File: config.mk
export PLATFORM = sky130hd
export DESIGN_NAME = pipe_stage_skid_flat
export DESIGN_NICKNAME = d
export VERILOG_FILES = /design/src/rtl/pipe_stage_skid_pkg.sv /design/src/rtl/pipe_stage_skid_if.sv /design/src/rtl/pipe_stage_skid_slot.sv /design/src/rtl/pipe_stage_skid.sv /design/src/flat_wrapper.sv
export SDC_FILE = /design/constraint.sdc
export NUM_CORES = 1
export LEC_CHECK = 0
export ABC_CLOCK_PERIOD_IN_PS = 5200
export BUFFER_PORTS_ARGS = -buffer_cell sky130_fd_sc_hd__buf_2
export CORE_UTILIZATION = 30
export DETAILED_ROUTE_END_ITERATION = 10
export GPL_ROUTABILITY_DRIVEN = 1
export PLACE_DENSITY_LB_ADDON = 0.12
export SETUP_SLACK_MARGIN = 0.1
export SLEW_MARGIN = 20
export SYNTH_ARGS = -nofsm -noshare
export SYNTH_HDL_FRONTEND = slang
export SYNTH_SLANG_ARGS = --single-unit
File: constraint.sdc
create_clock -name clk -period 5.2 [get_ports clk]
set_input_delay 0.78 -clock clk [delete_from_list [all_inputs] [get_ports clk]]
set_output_delay 0.78 -clock clk [all_outputs]
set_load 0.1 [all_outputs]
File: src/rtl/pipe_stage_skid_pkg.sv
// Shared encodings for the pipeline stage register.
// The state encoding doubles as the occupancy count.
package pipe_stage_skid_pkg;

    localparam int unsigned PSTAGE_STATE_W = 2;

    localparam logic [PSTAGE_STATE_W-1:0] PSTAGE_EMPTY = 2'd0;
    localparam logic [PSTAGE_STATE_W-1:0] PSTAGE_HALF  = 2'd1;
    localparam logic [PSTAGE_STATE_W-1:0] PSTAGE_FULL  = 2'd2;

    function automatic logic [PSTAGE_STATE_W-1:0] pstage_count(
        input logic [PSTAGE_STATE_W-1:0] state
    );
        return state;
    endfunction

endpackage

File: src/rtl/pipe_stage_skid_if.sv
// Handshake bundle for one pipeline stage register: upstream, downstream and flush.
// The slave modport is the stage itself; master is the surrounding pipeline.
interface pipe_stage_skid_if
    import pipe_stage_skid_pkg::*;
#(
    parameter int unsigned WIDTH = 64
);
    logic                      flush_valid_i;
    logic                      in_valid_i;
    logic                      in_ready_o;
    logic [WIDTH-1:0]          in_data_i;
    logic                      out_valid_o;
    logic                      out_ready_i;
    logic [WIDTH-1:0]          out_data_o;
    logic [PSTAGE_STATE_W-1:0] count_o;

    modport slave (
        input  flush_valid_i, in_valid_i, in_data_i, out_ready_i,
        output in_ready_o, out_valid_o, out_data_o, count_o
    );

    modport master (
        output flush_valid_i, in_valid_i, in_data_i, out_ready_i,
        input  in_ready_o, out_valid_o, out_data_o, count_o
    );
endinterface

File: src/rtl/pipe_stage_skid_slot.sv
// Single payload register with async reset to the bubble value.
// Bubble load wins over a data load.
module pipe_stage_skid_slot #(
    parameter int unsigned      WIDTH      = 64,
    parameter logic [WIDTH-1:0] BUBBLE_VAL = '0
) (
    input  logic             clk,
    input  logic             rst,
    input  logic             i_load,
    input  logic             i_bubble,
    input  logic [WIDTH-1:0] i_data,
    output logic [WIDTH-1:0] o_data
);
    logic [WIDTH-1:0] r_data;

    always_ff @(posedge clk or posedge rst) begin
        if (rst) begin
            r_data <= BUBBLE_VAL;
        end else if (i_bubble) begin
            r_data <= BUBBLE_VAL;
        end else if (i_load) begin
            r_data <= i_data;
        end
    end

    assign o_data = r_data;
endmodule

File: src/rtl/pipe_stage_skid.sv
// Valid/ready pipeline stage register with flush-to-bubble and an optional
// skid slot that registers in_ready_o.
module pipe_stage_skid
    import pipe_stage_skid_pkg::*;
#(
    parameter int unsigned      WIDTH      = 64,
    parameter logic [WIDTH-1:0] BUBBLE_VAL = '0,
    parameter bit               SKID       = 1'b1
) (
    input logic              clk,
    input logic              rst,
    pipe_stage_skid_if.slave bus
);
    logic [PSTAGE_STATE_W-1:0] r_state;
    logic [PSTAGE_STATE_W-1:0] w_state_next;
    logic                      w_accept;
    logic                      w_drain;
    logic                      w_in_ready;
    logic                      w_out_valid;
    logic                      w_main_load;
    logic                      w_main_bubble;
    logic                      w_main_from_skid;
    logic                      w_skid_load;
    logic                      w_skid_bubble;
    logic [WIDTH-1:0]          w_main_data;
    logic [WIDTH-1:0]          w_skid_data;
    logic [WIDTH-1:0]          w_main_d;

    assign w_out_valid = (r_state != PSTAGE_EMPTY);

    generate
        if (SKID) begin : g_ready_reg
            assign w_in_ready = (r_state != PSTAGE_FULL);
        end else begin : g_ready_comb
            assign w_in_ready = !w_out_valid || bus.out_ready_i;
        end
    endgenerate

    assign w_accept = bus.in_valid_i && w_in_ready;
    assign w_drain  = w_out_valid && bus.out_ready_i;

    always_comb begin
        w_state_next     = r_state;
        w_main_load      = 1'b0;
        w_main_bubble    = 1'b0;
        w_main_from_skid = 1'b0;
        w_skid_load      = 1'b0;
        w_skid_bubble    = 1'b0;
        if (bus.flush_valid_i) begin
            w_state_next  = PSTAGE_EMPTY;
            w_main_bubble = 1'b1;
            w_skid_bubble = 1'b1;
        end else begin
            case (r_state)
                PSTAGE_EMPTY: begin
                    if (w_accept) begin
                        w_state_next = PSTAGE_HALF;
                        w_main_load  = 1'b1;
                    end
                end
                PSTAGE_HALF: begin
                    if (w_accept && w_drain) begin
                        w_main_load = 1'b1;
                    end else if (w_accept) begin
                        w_state_next = PSTAGE_FULL;
                        w_skid_load  = 1'b1;
                    end else if (w_drain) begin
                        w_state_next  = PSTAGE_EMPTY;
                        w_main_bubble = 1'b1;
                    end
                end
                PSTAGE_FULL: begin
                    if (w_drain) begin
                        w_state_next     = PSTAGE_HALF;
                        w_main_load      = 1'b1;
                        w_main_from_skid = 1'b1;
                        w_skid_bubble    = 1'b1;
                    end
                end
                default: begin
                    w_state_next  = PSTAGE_EMPTY;
                    w_main_bubble = 1'b1;
                    w_skid_bubble = 1'b1;
                end
            endcase
        end
    end

    always_ff @(posedge clk or posedge rst) begin
        if (rst) begin
            r_state <= PSTAGE_EMPTY;
        end else begin
            r_state <= w_state_next;
        end
    end

    assign w_main_d = w_main_from_skid ? w_skid_data : bus.in_data_i;

    pipe_stage_skid_slot #(
        .WIDTH      (WIDTH),
        .BUBBLE_VAL (BUBBLE_VAL)
    ) u_main_slot (
        .clk      (clk),
        .rst      (rst),
        .i_load   (w_main_load),
        .i_bubble (w_main_bubble),
        .i_data   (w_main_d),
        .o_data   (w_main_data)
    );

    generate
        if (SKID) begin : g_skid_slot
            pipe_stage_skid_slot #(
                .WIDTH      (WIDTH),
                .BUBBLE_VAL (BUBBLE_VAL)
            ) u_skid_slot (
                .clk      (clk),
                .rst      (rst),
                .i_load   (w_skid_load),
                .i_bubble (w_skid_bubble),
                .i_data   (bus.in_data_i),
                .o_data   (w_skid_data)
            );
        end else begin : g_no_skid_slot
            // FULL is unreachable here, so the skid path is never selected.
            assign w_skid_data = BUBBLE_VAL;
        end
    endgenerate

    assign bus.in_ready_o  = w_in_ready;
    assign bus.out_valid_o = w_out_valid;
    assign bus.out_data_o  = w_main_data;
    assign bus.count_o     = pstage_count(r_state);
endmodule

File: src/flat_wrapper.sv
// flat-port wrapper written by rule: the top's interface ports become plain ports
module pipe_stage_skid_flat import pipe_stage_skid_pkg::*;
#(
    parameter int unsigned      WIDTH      = 64,
    parameter logic [WIDTH-1:0] BUBBLE_VAL = '0,
    parameter bit               SKID       = 1'b1
)
  (clk, rst, bus_flush_valid_i, bus_in_valid_i, bus_in_data_i, bus_out_ready_i, bus_in_ready_o, bus_out_valid_o, bus_out_data_o, bus_count_o);
  pipe_stage_skid_if #(.WIDTH(WIDTH)) bus_i ();
  input logic clk;
  input logic rst;
  input wire logic [$bits(bus_i.flush_valid_i)-1:0] bus_flush_valid_i;
  input wire logic [$bits(bus_i.in_valid_i)-1:0] bus_in_valid_i;
  input wire logic [$bits(bus_i.in_data_i)-1:0] bus_in_data_i;
  input wire logic [$bits(bus_i.out_ready_i)-1:0] bus_out_ready_i;
  output wire logic [$bits(bus_i.in_ready_o)-1:0] bus_in_ready_o;
  output wire logic [$bits(bus_i.out_valid_o)-1:0] bus_out_valid_o;
  output wire logic [$bits(bus_i.out_data_o)-1:0] bus_out_data_o;
  output wire logic [$bits(bus_i.count_o)-1:0] bus_count_o;
  assign bus_i.flush_valid_i = bus_flush_valid_i;
  assign bus_i.in_valid_i = bus_in_valid_i;
  assign bus_i.in_data_i = bus_in_data_i;
  assign bus_i.out_ready_i = bus_out_ready_i;
  assign bus_in_ready_o = bus_i.in_ready_o;
  assign bus_out_valid_o = bus_i.out_valid_o;
  assign bus_out_data_o = bus_i.out_data_o;
  assign bus_count_o = bus_i.count_o;
  pipe_stage_skid #(.WIDTH(WIDTH), .BUBBLE_VAL(BUBBLE_VAL), .SKID(SKID)) u_core (.clk(clk), .rst(rst), .bus(bus_i));
endmodule
==> metrics.md, run 1 <==
| Metric | Value |
|---|---|
| Hold buffer count at cts | 0 |
| Synth top area cells | dfrtp_1 57%, o211a_1 11%, a22o_1 9.8% |
| Async set-reset flop share out of synthesis | between 90% and 100% |
| Cell with the most instances after synthesis | dfrtp_1 |
| Synthesized cell area | roughly 5700 um2 |
| CTS root buf | clkbuf_16 |
| Unrepaired setup endpoints after global routing | false |
| Final TNS setup | 0 ps |
| Clk slew on worst S/H paths | 60 ps |
| Max Cap Violations | 0 |
| Area of the multi-input gates | about 2200 um2 |
| Largest net degree at the start of global routing | 65 |
| CTS tree | built |
| GPL Wtd Cong | a little over 0.7 |
| Slew HR | 31.50% |
| Arr. time, crit path | approximately 2900 ps |
| Syn Area/Cell | between 10 and 15 um2 |
| Internal power | ~1.9 mW |
| Area leader, netlist | dfrtp_1 |
| Clk sinks | 130 |
| Initial antenna violation count | 1 |
| Switching share of power | a little over a third |
| Least-Margin Pin Slew | between 1000 and 1500 ps |
| CTS Buf Count | 17 |
| Layout filler cell count | between 1500 and 2000 |
| Clock skew | around 4.3 ps |
| Vias in the first global route | approximately 4700 |
| Post-CTS setup buffer count | 0 |
| Total vias in the final route | roughly 4600 |
| Detailed Route WL | 15850 um |
| Clk_lat worst skew | roughly 400 ps |
| First-pass GRT wire length | between 20000 and 30000 um |
| Clock Power Share | roughly two fifths |
| Max incr delay on CP | around 800 ps |
| Register area share after synthesis | a little under three fifths |
| Top cells by count, synth | 130 x dfrtp_1, 128 x nand2_1, 64 x a22o_1, 64 x nand3_1, 64 x o211a_1 |
| NumNets Final | 707 |
| Top delay family on crit path | compound AO/OA/AOI/OAI gates |
| Status | completed |
| Non-filler cells, final | between 800 and 900 |
| Sw power | between 1 and 1.5 mW |
| Fin area | about 7000 um2 |
| Pleak | roughly 4 nW |
| Unique masters post-synth | 27 |
| Peak VDD IR | ~0.00021 V |
| Post-CTS sizing | 0 |
| Comb pwr share | approximately 23% |
| CP Class | in -> reg |
| Worst setup SP type | input port |
| IO Pins | around 140 |
| Fin crit share | approximately half |
| Post-route DRC | 0 |
| Post-synth top area share | 56.67% |
| Ys Warns | 0 |
| Placed Area | approximately 6500 um2 |
| Setup violators final | 0 |
| Worst Path Required | between 5000 and 6000 ps |
| Flops & latches, synth | 130 |
| Drt wl/cell | about 18 um |
| Gr usage total | between 15 and 20% |
| Dpl cells | about 850 |
| H-tree levels | 4 |
| Area growth syn-to-layout | 22.99% |
| Fin. max-slew vios | 0 |
| Detail Route Antenna Nets | 0 |
| Routed vias/inst | roughly 5.2 |
| Net count after synthesis | between 500 and 600 |
| Drt initial violations | ~200 |
| CP max FO | between 40 and 50 |
| Share of cells above drive strength 1 | 27.93% |
| Reg2Reg Launch Point | u_core.bus.count_o[1] |
| Share of power burned in registers | between 30% and 40% |
| Starting Density | 30.69% |
| Critical Path Start | bus_out_ready_i |
| Post-Syn Instances | about 530 |
| Die X | 140.3 um |
| Worst path bufs/invs | 2 |
| Crit. End Element | flop |
| Pwr Density | 407.8 nW/um2 |
| Min-delay worst type | in -> async |
| Clock buffer depth | 2 |
| Height of the die | approximately 140 um |
| Crit path cell chain | buf_2 > mux2i_1 > o2bb2ai_4 > buf_4 > nand3_1 > o211a_1 |
| GRT overflow | 0 |
| CP max stage cell | o2bb2ai_4 |
| Number of flops mapped to enable cells by yosys | 0 |
| Peak Freq | just under 400 MHz |
| Synth Flop Type | dfrtp_1 |
| DRT Pass-1 Iters | 6 |
| Reg area | about 3300 um2 |
| Die ar. | just under 20000 um2 |
| Standard-cell rows | 50 |
| Minimum clock period | around 2600 ps |
| Core Area | 18710 um2 |
| Port buffer count | between 100 and 150 |
| Hold Vio Cnt, Final | 0 |
| Post-DP HPWL | roughly 9500 um |
-- worst register-to-register path, delay by kind of cell, from the launching register on --
family | cells | cell delay [ps]
compound gates | 2 | 950
mux | 1 | 180
simple gates | 1 | 170
flops | 1 | 570
buf+inv | 1 | 580
-- flip-flops by register name (all words and copies together) (netlist names) --
register / count
u_core.bus.count_o: 2
u_core.g_skid_slot.u_skid_slot.o_data: 64
u_core.u_main_slot.o_data: 64
-- cell type report --
| class | instances | area share (%) |
|---|---|---|
| multi-input cells | 341 | 31.19 |
| clock buffers | 23 | 6.769 |
| repair buffers | 145 | 10.77 |
| diodes | 1 | 0.03544 |
| inverters | 3 | 0.1949 |
| well taps | 234 | 4.147 |
| flip-flops and latches | 130 | 46.07 |
| clock inverters | 6 | 0.8152 |
-- placed cells by master, fill, tap and decap left out, types with 2 or more instances in the layout --
master	count
a22o_1	64
buf_2	136
mux2i_1	2
nor2_1	3
o211a_1	64
nand3_1	64
dfrtp_1	130
nand2_1	128
clkinv_2	4
clkbuf_16	17
buf_4	8
clkbuf_1	3
nor2b_1	2
clkbuf_8	3
-- per-layer routing --
| layer | track usage, % | part of all wire (%) | wire length, um | vias up |
|---|---|---|---|---|
| li1 | - | - | - | 2111 |
| met1 | 22.22 | 46 | 7316 | 2303 |
| met2 | 27.05 | 47 | 7504 | 122 |
| met3 | 4.581 | 5.2 | 826 | 14 |
| met4 | 6.073 | 1.3 | 201 | 0 |
| met5 | 0 | 0 | 0 | - |
-- per-stage QoR --
| step | power, mW | worst slack [ps] | utilization (%) | hold WS, ps |
|---|---|---|---|---|
| final | 2.879 | 2643 | 37.75 | 422.3 |
| after global routing | 2.997 | 2383 | 37.73 | 462.4 |
| after CTS | 2.923 | 2604 | 37.63 | 434.2 |
| after detailed placement | 1.795 | 2191 | 34.76 | 490.7 |
| after global placement | 1.788 | 2268 | 34.76 | 487.2 |
| after floorplan | 1.655 | 950.7 | - | 472.8 |
-- power groups by stage --
stage	Sequential, mW	Clock (mW)	Combinational, mW
after floorplan	1.48	0	0.172
after global placement	1.13	0	0.662
after detailed placement	1.13	0	0.668
after CTS	1.11	1.14	0.668
after global routing	1.12	1.18	0.696
final	1.11	1.11	0.660
-- kinds of logic (layout without fill, tap and decap cells) --
group / after synthesis / in the layout / share of synthesized area [%]
AO/OA/AOI/OAI: 135 / 135 / 21.95
buffers and inverters: 54 / 177 / 5.689
flip-flops: 130 / 130 / 56.67
multiplexers: 2 / 2 / 0.3487
other: 0 / 1 / 0
AND/OR/NAND/NOR: 204 / 204 / 15.34
-- path summary, 6_finish.rpt --
path | endpoint | slack, ps | cells past startpoint
max | u_core.u_main_slot.o_data[24] | 2640 | 6
min | u_core.u_main_slot.o_data[22] | 420 | 2
max reg2reg | u_core.u_main_slot.o_data[24] | 2640 | 5
min reg2reg | u_core.g_skid_slot.u_skid_slot.o_data[30] | 500 | 1
max in group asynchronous | u_core.g_skid_slot.u_skid_slot.o_data[26] | 3670 | 3
min in group clk | u_core.g_skid_slot.u_skid_slot.o_data[30] | 500 | 1
Power figures use the tool's default switching activity.
==> inputs of run 2 (changes only) <==
ABC_AREA = 1   (was unset)
ABC_CLOCK_PERIOD_IN_PS = 2400   (was 5200)
clock period = 2.4 ns   (was 5.2 ns; I/O delays follow)
==> metrics.md, run 2 <==
| Metric | Value |
|---|---|
| Status | completed |
| Number of flops mapped to enable cells by yosys | 0 (unchanged) |
| Peak Freq | just over 500 MHz |
| Vias in the first global route | 5787 (+24%) |
| Drt initial violations | 329 (+61%) |
| Synth Flop Type | dfrtp_1 |
| Top cells by count, synth | 397 x nand2_1, 130 x dfrtp_1, 130 x nor2_1, 66 x nand3_1, 64 x nand3b_1 |
| Clk slew on worst S/H paths | 60 ps (about the same) |
| Synth top area cells | dfrtp_1 49%, nand2_1 23%, nor2_1 7.4% |
| Synthesized cell area | 6608 um2 (+15%) |
| Minimum clock period | slightly below 2000 ps |
| Setup violators final | 0 (unchanged) |
| Layout filler cell count | 2253 (+19%) |
| Starting Density | 31.04% (+0.35 points) |
| Fin area | 8064 um2 (+14%) |
| Clock buffer depth | 2 (unchanged) |
| CP Class | reg -> out |
| IO Pins | 137 (unchanged) |
| Area growth syn-to-layout | 22.04% |
| Port buffer count | 136 (unchanged) |
| Post-Syn Instances | 868 (+65%) |
| CTS Buf Count | 17 (unchanged) |
| Area of the multi-input gates | 2893 um2 (+31%) |
| Placed Area | 7400 um2 (+14%) |
| CP max FO | 8 (-83%) |
| Commonest non-fill, non-tap cell in the layout | nand2_1 |
| Min-delay worst type | in -> reg |
| Clock skew | 10.72 ps (+6.442 ps) |
| NumNets Final | 1048 (+48%) |
| Hold Vio Cnt, Final | 0 (unchanged) |
| Synth Area in Compound Gates | 0.1894% (-22 points) |
| Async set-reset flop share out of synthesis | 100.0% (unchanged) |
| Core Area | 21290 um2 (+14%) |
| Detail Route Antenna Nets | 0 (unchanged) |
| Share of cells above drive strength 1 | 19.96% (-8.0 points) |
| GR Util met1 | 23.70% (+1.5 points) |
| Worst setup SP type | flop |
| Final TNS setup | 0 ps (unchanged) |
| Net count after synthesis | 937 (+58%) |
| GRT overflow | 0 (unchanged) |
| Area leader, netlist | dfrtp_1 |
| Fin crit share | between 80 and 90% |
| Largest net degree at the start of global routing | 65 (unchanged) |
| Die ar. | 22620 um2 (+15%) |
| Pwr Density | 903.8 nW/um2 (+120%) |
| Reg area | 3253 um2 (unchanged) |
| Peak VDD IR | 0.0004182 V (+96%) |
| Post-route DRC | 0 (unchanged) |
| Most used routing layer | met2 |
| DRT Pass-1 Iters | 7 (+1) |
| Routed vias/inst | 4.584 (-11%) |
| Register area share after synthesis | 49.23% (-7.4 points) |
| CTS tree | built |
| Non-filler cells, final | 1268 (+44%) |
| Clk_lat worst skew | 420 ps (about the same) |
| Drt wl/cell | 15.30 um (-15%) |
| Crit. End Element | output pin |
| Post-CTS sizing | 0 (unchanged) |
| Fin. max-slew vios | 0 (unchanged) |
| Post-synth top area share | 49.23% (-7.4 points) |
| Total vias in the final route | 5812 (+28%) |
| Largest family of logic cells by synthesized area | simple AND/OR/NAND/NOR gates |
| Syn Area/Cell | 7.612 um2 (-30%) |
| Dpl cells | 1234 (+45%) |
| Synth Area in Simple Gates | 43.38% (+28 points) |
| Unrepaired setup endpoints after global routing | false |
| Clk sinks | 130 (unchanged) |
| Least-Margin Pin Slew | 822.8 ps (-202.2 ps) |
| Die X | 150.4 um (+7.2%) |
| Post-DP HPWL | 11130 um (+17%) |
| Pleak | 4.521 nW (+13%) |
| Worst Path Required | 2040 ps (-3460 ps) |
| Met2 usage in global routing | 30.67% (+3.6 points) |
| Post-Synth Adder-Cell Area | 0% (unchanged) |
| GPL Wtd Cong | 0.7260 (+0.28%) |
| Unique masters post-synth | 22 (-19%) |
| Ys Warns | 0 (unchanged) |
| First-pass GRT wire length | 31480 um (+23%) |
| Height of the die | 150.4 um (+7.2%) |
| Worst hold slack | 146.5 ps (-275.8 ps) |
| Max Cap Violations | 0 (unchanged) |
| Gr usage total | 18.35% (+1.3 points) |
| Standard-cell rows | 53 (+6.0%) |
| H-tree levels | 4 (unchanged) |
| Cell with the most instances after synthesis | nand2_1 |
| Initial antenna violation count | 1 (unchanged) |
| Detailed Route WL | 19400 um (+22%) |
| Most frequent cells in the layout | 395 x nand2_1, 136 x buf_2, 130 x dfrtp_1 |
| Synth Area in XOR/XNOR | 0% (unchanged) |
| Global Route met3 Usage | 4.152% (-0.43 points) |
| Post-synthesis mux area share | 0% (-0.35 points) |
| Arr. time, crit path | 1570 ps (-1290 ps) |
| CTS root buf | clkbuf_16 |
| Flops & latches, synth | 130 (unchanged) |
| Slew HR | 45.14% (+14 points) |
==> run 2: cell count changes after synthesis, moves of 3 or more <==
cell      change
o211a_1      -64
nand2_2       +3
buf_6        +13
nand3b_1     +64
a22o_1       -64
nor2_1      +127
inv_1         +3
buf_4         -5
nand2_1     +269
==> run 2: path summary, 6_finish.rpt <==
path	startpoint	end	slack, ps	cells after the start
setup / recovery	u_core.bus.count_o[0]	bus_in_ready_o	470	3
hold / removal	bus_in_data_i[29]	u_core.g_skid_slot.u_skid_slot.o_data[29]	150	3
setup reg to reg	u_core.bus.count_o[1]	u_core.u_main_slot.o_data[44]	520	7
hold reg to reg	u_core.g_skid_slot.u_skid_slot.o_data[47]	u_core.g_skid_slot.u_skid_slot.o_data[47]	480	2
max in group asynchronous	rst	u_core.u_main_slot.o_data[18]	1180	4
min in group asynchronous	rst	u_core.g_skid_slot.u_skid_slot.o_data[57]	450	3
==> run 2: stage by stage <==
step	power [mW]	utilization, %	setup WS [ps]
detailed placement	4.456	34.76	546.6
global route	7.604	37.87	341.8
global placement	4.461	34.76	559.6
floorplan	4.077	-	209.6
CTS	7.379	37.87	450.8
finish	7.288	37.88	470.6
==> run 2: kinds of logic after synthesis <==
group | after synthesis
simple gates | 667
flops | 130
buf+inv | 69
compound gates | 2
==> run 2: what timing repair did <==
action	in CTS	in global routing
buffers inserted	0	0
endpoints found under the hold margin	9	0
hold buffers	1	0
==> run 2: per-layer routing <==
metal / vias up / part of all wire, %
met5: - / 0
met3: 6 / 5.6
met4: 0 / 0.50
met1: 2731 / 47
li1: 2932 / -
met2: 143 / 47
==> run 2: critical path: stages, from the launching register on <==
cell	delay (ps)
dfrtp_1	540
inv_2	120
nand2_1	70
buf_2	420
==> run 2: final cells by class <==
class | count | share of cell area, %
inverters | 9 | 0.5120
multi-input cells | 669 | 35.87
diodes | 1 | 0.03103
repair buffers | 152 | 10.89
flip-flops and latches | 130 | 40.34
well taps | 275 | 4.267
clock buffers | 19 | 5.493
clock inverters | 13 | 2.591
==> run 2: where the power goes <==
group | internal (mW) | switching (mW) | total [mW]
combinational | 0.369 | 1.59 | 1.95
clock | 1.87 | 1.02 | 2.89
sequential | 2.36 | 0.0882 | 2.45
total | 4.60 | 2.69 | 7.29
